**src/rtl/vga_fifo_reader.sv**
```systemverilog
// VGA timing generator that drains the display frame FIFO: one word per PIX_REP-pixel
// group during active video, with every output delayed by exactly one pixel tick.
module vga_fifo_reader #(
  parameter int H_ACTIVE = 640,
  parameter int H_FP     = 16,
  parameter int H_SYNC   = 96,
  parameter int H_BP     = 48,
  parameter int V_ACTIVE = 480,
  parameter int V_FP     = 10,
  parameter int V_SYNC   = 2,
  parameter int V_BP     = 33,
  parameter int PIX_REP  = 8
) (
  input  logic        clk,
  input  logic        rst,
  input  logic        pix_en,
  input  logic        fifo_empty,
  input  logic [24:0] fifo_dout,
  output logic        fifo_ren,
  output logic        hsync,
  output logic        vsync,
  output logic        de,
  output logic [7:0]  red,
  output logic [7:0]  green,
  output logic [7:0]  blue,
  output logic        frame_start,
  output logic        underflow
);

  localparam int H_TOTAL = H_ACTIVE + H_FP + H_SYNC + H_BP;
  localparam int V_TOTAL = V_ACTIVE + V_FP + V_SYNC + V_BP;
  localparam logic [9:0] H_LAST   = 10'(H_TOTAL - 1);
  localparam logic [9:0] V_LAST   = 10'(V_TOTAL - 1);
  localparam logic [9:0] H_ACT    = 10'(H_ACTIVE);
  localparam logic [9:0] V_ACT    = 10'(V_ACTIVE);
  localparam logic [9:0] HS_BEG   = 10'(H_ACTIVE + H_FP);
  localparam logic [9:0] HS_END   = 10'(H_ACTIVE + H_FP + H_SYNC);
  localparam logic [9:0] VS_BEG   = 10'(V_ACTIVE + V_FP);
  localparam logic [9:0] VS_END   = 10'(V_ACTIVE + V_FP + V_SYNC);
  localparam logic [9:0] GRP_MASK = 10'(PIX_REP - 1);

  typedef enum logic {IDLE, RUN} state_e;

  state_e      state_q, state_d;
  logic [9:0]  hCnt_q, hCnt_d, vCnt_q, vCnt_d;
  logic        tick, fetch;
  logic        curActive, curHsync, curVsync, curFirst;
  logic        prevActive_q, prevHsync_q, prevVsync_q, prevFirst_q;
  logic        renDly_q, blank_q;
  logic [23:0] hold_q, rgb_q;
  logic        de_q, hsync_q, vsync_q, frameStart_q, underflow_q;
  logic        unusedDout;

  assign unusedDout = fifo_dout[24];

  always_ff @(posedge clk) begin
    if (rst) state_q <= IDLE;
    else     state_q <= state_d;
  end

  always_comb begin
    state_d = state_q;
    if (state_q == IDLE && pix_en && !fifo_empty) state_d = RUN;
  end

  // The tick that leaves IDLE is already pixel (0,0), so it advances counters and fetches.
  always_comb begin
    tick     = pix_en && (state_q == RUN || !fifo_empty);
    fetch    = tick && curActive && ((hCnt_q & GRP_MASK) == 10'd0);
    fifo_ren = fetch && !fifo_empty && !rst;
  end

  always_comb begin
    curActive = (hCnt_q < H_ACT) && (vCnt_q < V_ACT);
    curHsync  = !((hCnt_q >= HS_BEG) && (hCnt_q < HS_END));
    curVsync  = !((vCnt_q >= VS_BEG) && (vCnt_q < VS_END));
    curFirst  = (hCnt_q == 10'd0) && (vCnt_q == 10'd0);
  end

  always_comb begin
    hCnt_d = hCnt_q;
    vCnt_d = vCnt_q;
    if (tick) begin
      if (hCnt_q == H_LAST) begin
        hCnt_d = 10'd0;
        vCnt_d = (vCnt_q == V_LAST) ? 10'd0 : vCnt_q + 10'd1;
      end else begin
        hCnt_d = hCnt_q + 10'd1;
      end
    end
  end

  // blank_q switches on the fetch tick while hold_q lands a clk later; both are read
  // only on the following tick, so the previous group's last pixel is never disturbed.
  always_ff @(posedge clk) begin
    if (rst) begin
      hCnt_q       <= 10'd0;
      vCnt_q       <= 10'd0;
      prevActive_q <= 1'b0;
      prevHsync_q  <= 1'b1;
      prevVsync_q  <= 1'b1;
      prevFirst_q  <= 1'b0;
      renDly_q     <= 1'b0;
      blank_q      <= 1'b0;
      hold_q       <= 24'd0;
      rgb_q        <= 24'd0;
      de_q         <= 1'b0;
      hsync_q      <= 1'b1;
      vsync_q      <= 1'b1;
      frameStart_q <= 1'b0;
      underflow_q  <= 1'b0;
    end else begin
      hCnt_q       <= hCnt_d;
      vCnt_q       <= vCnt_d;
      renDly_q     <= fifo_ren;
      frameStart_q <= 1'b0;
      if (renDly_q) hold_q <= fifo_dout[23:0];
      if (tick) begin
        prevActive_q <= curActive;
        prevHsync_q  <= curHsync;
        prevVsync_q  <= curVsync;
        prevFirst_q  <= curFirst;
        de_q         <= prevActive_q;
        hsync_q      <= prevHsync_q;
        vsync_q      <= prevVsync_q;
        rgb_q        <= (prevActive_q && !blank_q) ? hold_q : 24'd0;
        frameStart_q <= prevFirst_q;
        if (fetch) begin
          blank_q <= fifo_empty;
          if (fifo_empty) underflow_q <= 1'b1;
        end
      end
    end
  end

  assign de          = de_q;
  assign hsync       = hsync_q;
  assign vsync       = vsync_q;
  assign red         = rgb_q[23:16];
  assign green       = rgb_q[15:8];
  assign blue        = rgb_q[7:0];
  assign frame_start = frameStart_q;
  assign underflow   = underflow_q;

endmodule

```
**config.mk**
```make
export PLATFORM = sky130hd
export DESIGN_NAME = vga_fifo_reader
export DESIGN_NICKNAME = d
export VERILOG_FILES = /design/src/rtl/vga_fifo_reader.sv
export SDC_FILE = /design/constraint.sdc
export NUM_CORES = 1
export LEC_CHECK = 0
export ABC_AREA = 0
export ABC_CLOCK_PERIOD_IN_PS = 3600
export CAP_MARGIN = 5
export CORE_ASPECT_RATIO = 0.8
export CORE_MARGIN = 10
export CORE_UTILIZATION = 50
export CTS_BUF_LIST = sky130_fd_sc_hd__clkbuf_4
export DETAILED_ROUTE_END_ITERATION = 16
export PLACE_DENSITY = 0.77
export SYNTH_ARGS = -nofsm -noshare
export SYNTH_HDL_FRONTEND = slang
export SYNTH_SLANG_ARGS = --single-unit
```
**constraint.sdc**
```tcl
create_clock -name clk -period 3.6 [get_ports clk]
set_clock_uncertainty 0.15 [all_clocks]
set_input_delay 0.72 -clock clk [delete_from_list [all_inputs] [get_ports clk]]
set_output_delay 0.72 -clock clk [all_outputs]
set_load 0.01 [all_outputs]
```
==> metrics <==
Final Hold Viols 0; Hold Path Class reg -> reg; status finished, final reports clean; cts repair resizes 0; ys flop type dfxtp_1; GP Congestion 0.8629; gr usage total 14.65%; setup violators final 0; final WL 7.013 mm; first drt pass iteration count 4; PwrDens 378.6 nW/µm²; Die Wd 109.0 µm; Placed Instance Area 3782 µm²; sequential area share after synthesis 50.53%; area added between synthesis and finish 22.70%; root buffer cell clkbuf_4; CP dominant cell by count clkdlybuf4s50_1; HPWL Detailed 4.902 mm; WHS 0.3276 ns; DR vias 2527; vias in the first global route 2403; startpoint types primary input; Clock power frac 29.5%; # diodes 0; max frequency 0.3060 GHz; Int Power 1.099 mW; max-slew violation count 0; setup TNS 0 ns; number of fill cells in the layout 509; Synth Warn # 0; Final Critical Period 3.268 ns; sw frac 25.37%; switching power 0.3735 mW; Worst Setup EP fifo_ren; post-synthesis net count 363; first-pass GRT wire length 11.87 mm; total grt overflow 0; number of setup buffers added after CTS 0; core box area 6037 µm²; CTS tree done; ys async rst share 0%; Syn Inst Count 330; Num CTS Buffers 9; count of unique library cells instantiated by Yosys 46; Vias per Instance 5.365; Post-synth EDFFs 0; mapped cell area 3169 µm²; layout cells sized above 1 8.462%; final instance area 3889 µm²; crit-path max FO 6; Core Util, Final 64.41%; NumNets Final 418; Critical Path End Type primary output; Reg2Reg Launch Point vCnt_q[0]; Num Clock Sinks 80; Peak VDD IR 263.2 µV; I/O Buffers 57; Worst R2R End vCnt_q[3]; Worst Reg-to-Reg Cells 6; First DRT Iteration DRCs 88; slowest library cell on the worst path clkdlybuf4s50_1; fin crit share 90.76%; Critical path origin fifo_empty; mean post-synth cell area 9.604 µm²; Rows 25; Worst-path clk slew 0.12 ns; final antenna-violating net count 0; H-tree depth 3; Seq pwr share 62.0%; Comb pwr share 8.4%; RSZ-0062 raised after global routing no; reg2reg setup slack 1.66 ns; worst path required time 2.73 ns; CTS Hold Bufs 0; pin count of the biggest net entering global routing 69; drt drc 0; leakage power 1.439 nW; initial antenna violation count 0; Max-cap violations 0; clock latency on the worst-skew pair 0.42 ns; Die Ht 91.21 µm; type of the worst setup path in -> out; boundary pin count 59; die area 9943 µm²; critical path arrival 2.40 ns; Yosys reg bits 80; worst-margin pin slew 0.6612 ns; initial core utilization 52.50%; DR WL/cell 14.89 µm; worst path cell trace clkdlybuf4s50_1, nand2b_2, and2_1, nand3_1, nor3_1, clkdlybuf4s50_1; Max clock buf depth 2; slew margin rel. 55.92%; Crit path largest cell delay 0.57 ns
## critical path: cells and delay by family
family,cells,cell delay (ns)
AND/OR/NAND/NOR,4,0.60
buffers and inverters,2,1.07
## power groups by stage
stage                     clock, mW  combinational (mW)  sequential [mW]
after global placement            0               0.125            0.932
after global routing          0.493               0.139            0.916
after CTS                     0.452               0.126            0.913
after floorplan                   0              0.0694            0.932
after detailed placement          0               0.126            0.933
final                         0.435               0.124            0.913
## cell usage in the layout, fill, tap and decap left out, types with 4 or more instances in the layout
cell	n
nand3_1	8
ha_1	4
o21ai_0	9
dfxtp_1	80
nand2_1	17
clkbuf_4	9
nand4_1	6
a22oi_1	24
buf_4	5
nor2_1	66
and2_1	4
mux2i_1	25
nor3_1	5
and3_1	6
inv_1	6
a21oi_1	7
xor2_1	8
clkdlybuf4s50_1	56
## layout make-up
class                           instances  area [µm²]  area share (%)
Clock buffer                            9       67.56           1.737
Timing Repair Buffer                   62       603.1           15.51
Tap cell                               81       101.3           2.606
Multi-Input combinational cell        226        1454           37.39
Clock inverter                          7       38.79          0.9974
Inverter                                6       22.52          0.5792
Sequential cell                        80        1602           41.18
## how the worst min path moves through the flow
stage                     start     endpoint  slack, ns  cells after the start
floorplan               state_q      state_q       0.28                      2
global placement    prevHsync_q  prevHsync_q       0.29                      1
detailed placement  prevVsync_q  prevVsync_q       0.30                      1
CTS                 prevVsync_q  prevVsync_q       0.33                      1
global route        prevVsync_q  prevVsync_q       0.35                      1
finish                  state_q      state_q       0.33                      2
## synth_stat cells (all sizes together), types with 4 or more instances
| cell type | count | area share [%] |
|---|---|---|
| a21oi | 8 | 1.4 |
| inv | 6 | 0.71 |
| dfxtp | 80 | 51 |
| and3 | 8 | 1.8 |
| nand3 | 8 | 1.3 |
| xor2 | 8 | 2.2 |
| mux2i | 25 | 7.9 |
| nand2 | 18 | 2.2 |
| a22oi | 24 | 5.7 |
| and2 | 4 | 0.79 |
| nand4 | 6 | 1.2 |
| buf | 11 | 2.1 |
| ha | 4 | 1.6 |
| o21ai | 10 | 1.6 |
| nor2 | 66 | 7.8 |
| nor3 | 7 | 1.6 |
| clkbuf | 7 | 0.83 |
## sequential cells by signal, indices dropped and copies added, names as in the netlist, 10 cells and up
signal and count:
rgb_q 24, vCnt_q 10, hold_q 24, hCnt_q 10
## cell families after synthesis
| logic type | count (synthesis) | synth area share [%] |
|---|---|---|
| AO/OA/AOI/OAI | 56 | 12.55 |
| XOR/XNOR | 10 | 2.764 |
| adder cells (fa/ha/maj) | 4 | 1.579 |
| buffers and inverters | 24 | 3.593 |
| flip-flops | 80 | 50.53 |
| multiplexers | 25 | 7.896 |
| AND/OR/NAND/NOR | 131 | 21.08 |
## metal layers
metal	global-route usage, %	vias up	wire, µm
li1	-	1271	-
met1	19.31	1187	3216
met2	21.41	63	3243
met3	5.932	6	450
met4	4.276	0	103
met5	0	-	0
## through the flow
| step | std cells | total power [mW] | setup slack, ns |
|---|---|---|---|
| final | 471 | 1.472 | 0.3325 |
| after global placement | 455 | 1.057 | 0.3480 |
| after detailed placement | 455 | 1.059 | 0.3539 |
| after floorplan | 330 | 1.002 | 1.364 |
| after global routing | 471 | 1.548 | 0.2239 |
| after CTS | 471 | 1.492 | 0.3292 |
Note: power is estimated with default switching activity, not from simulation.
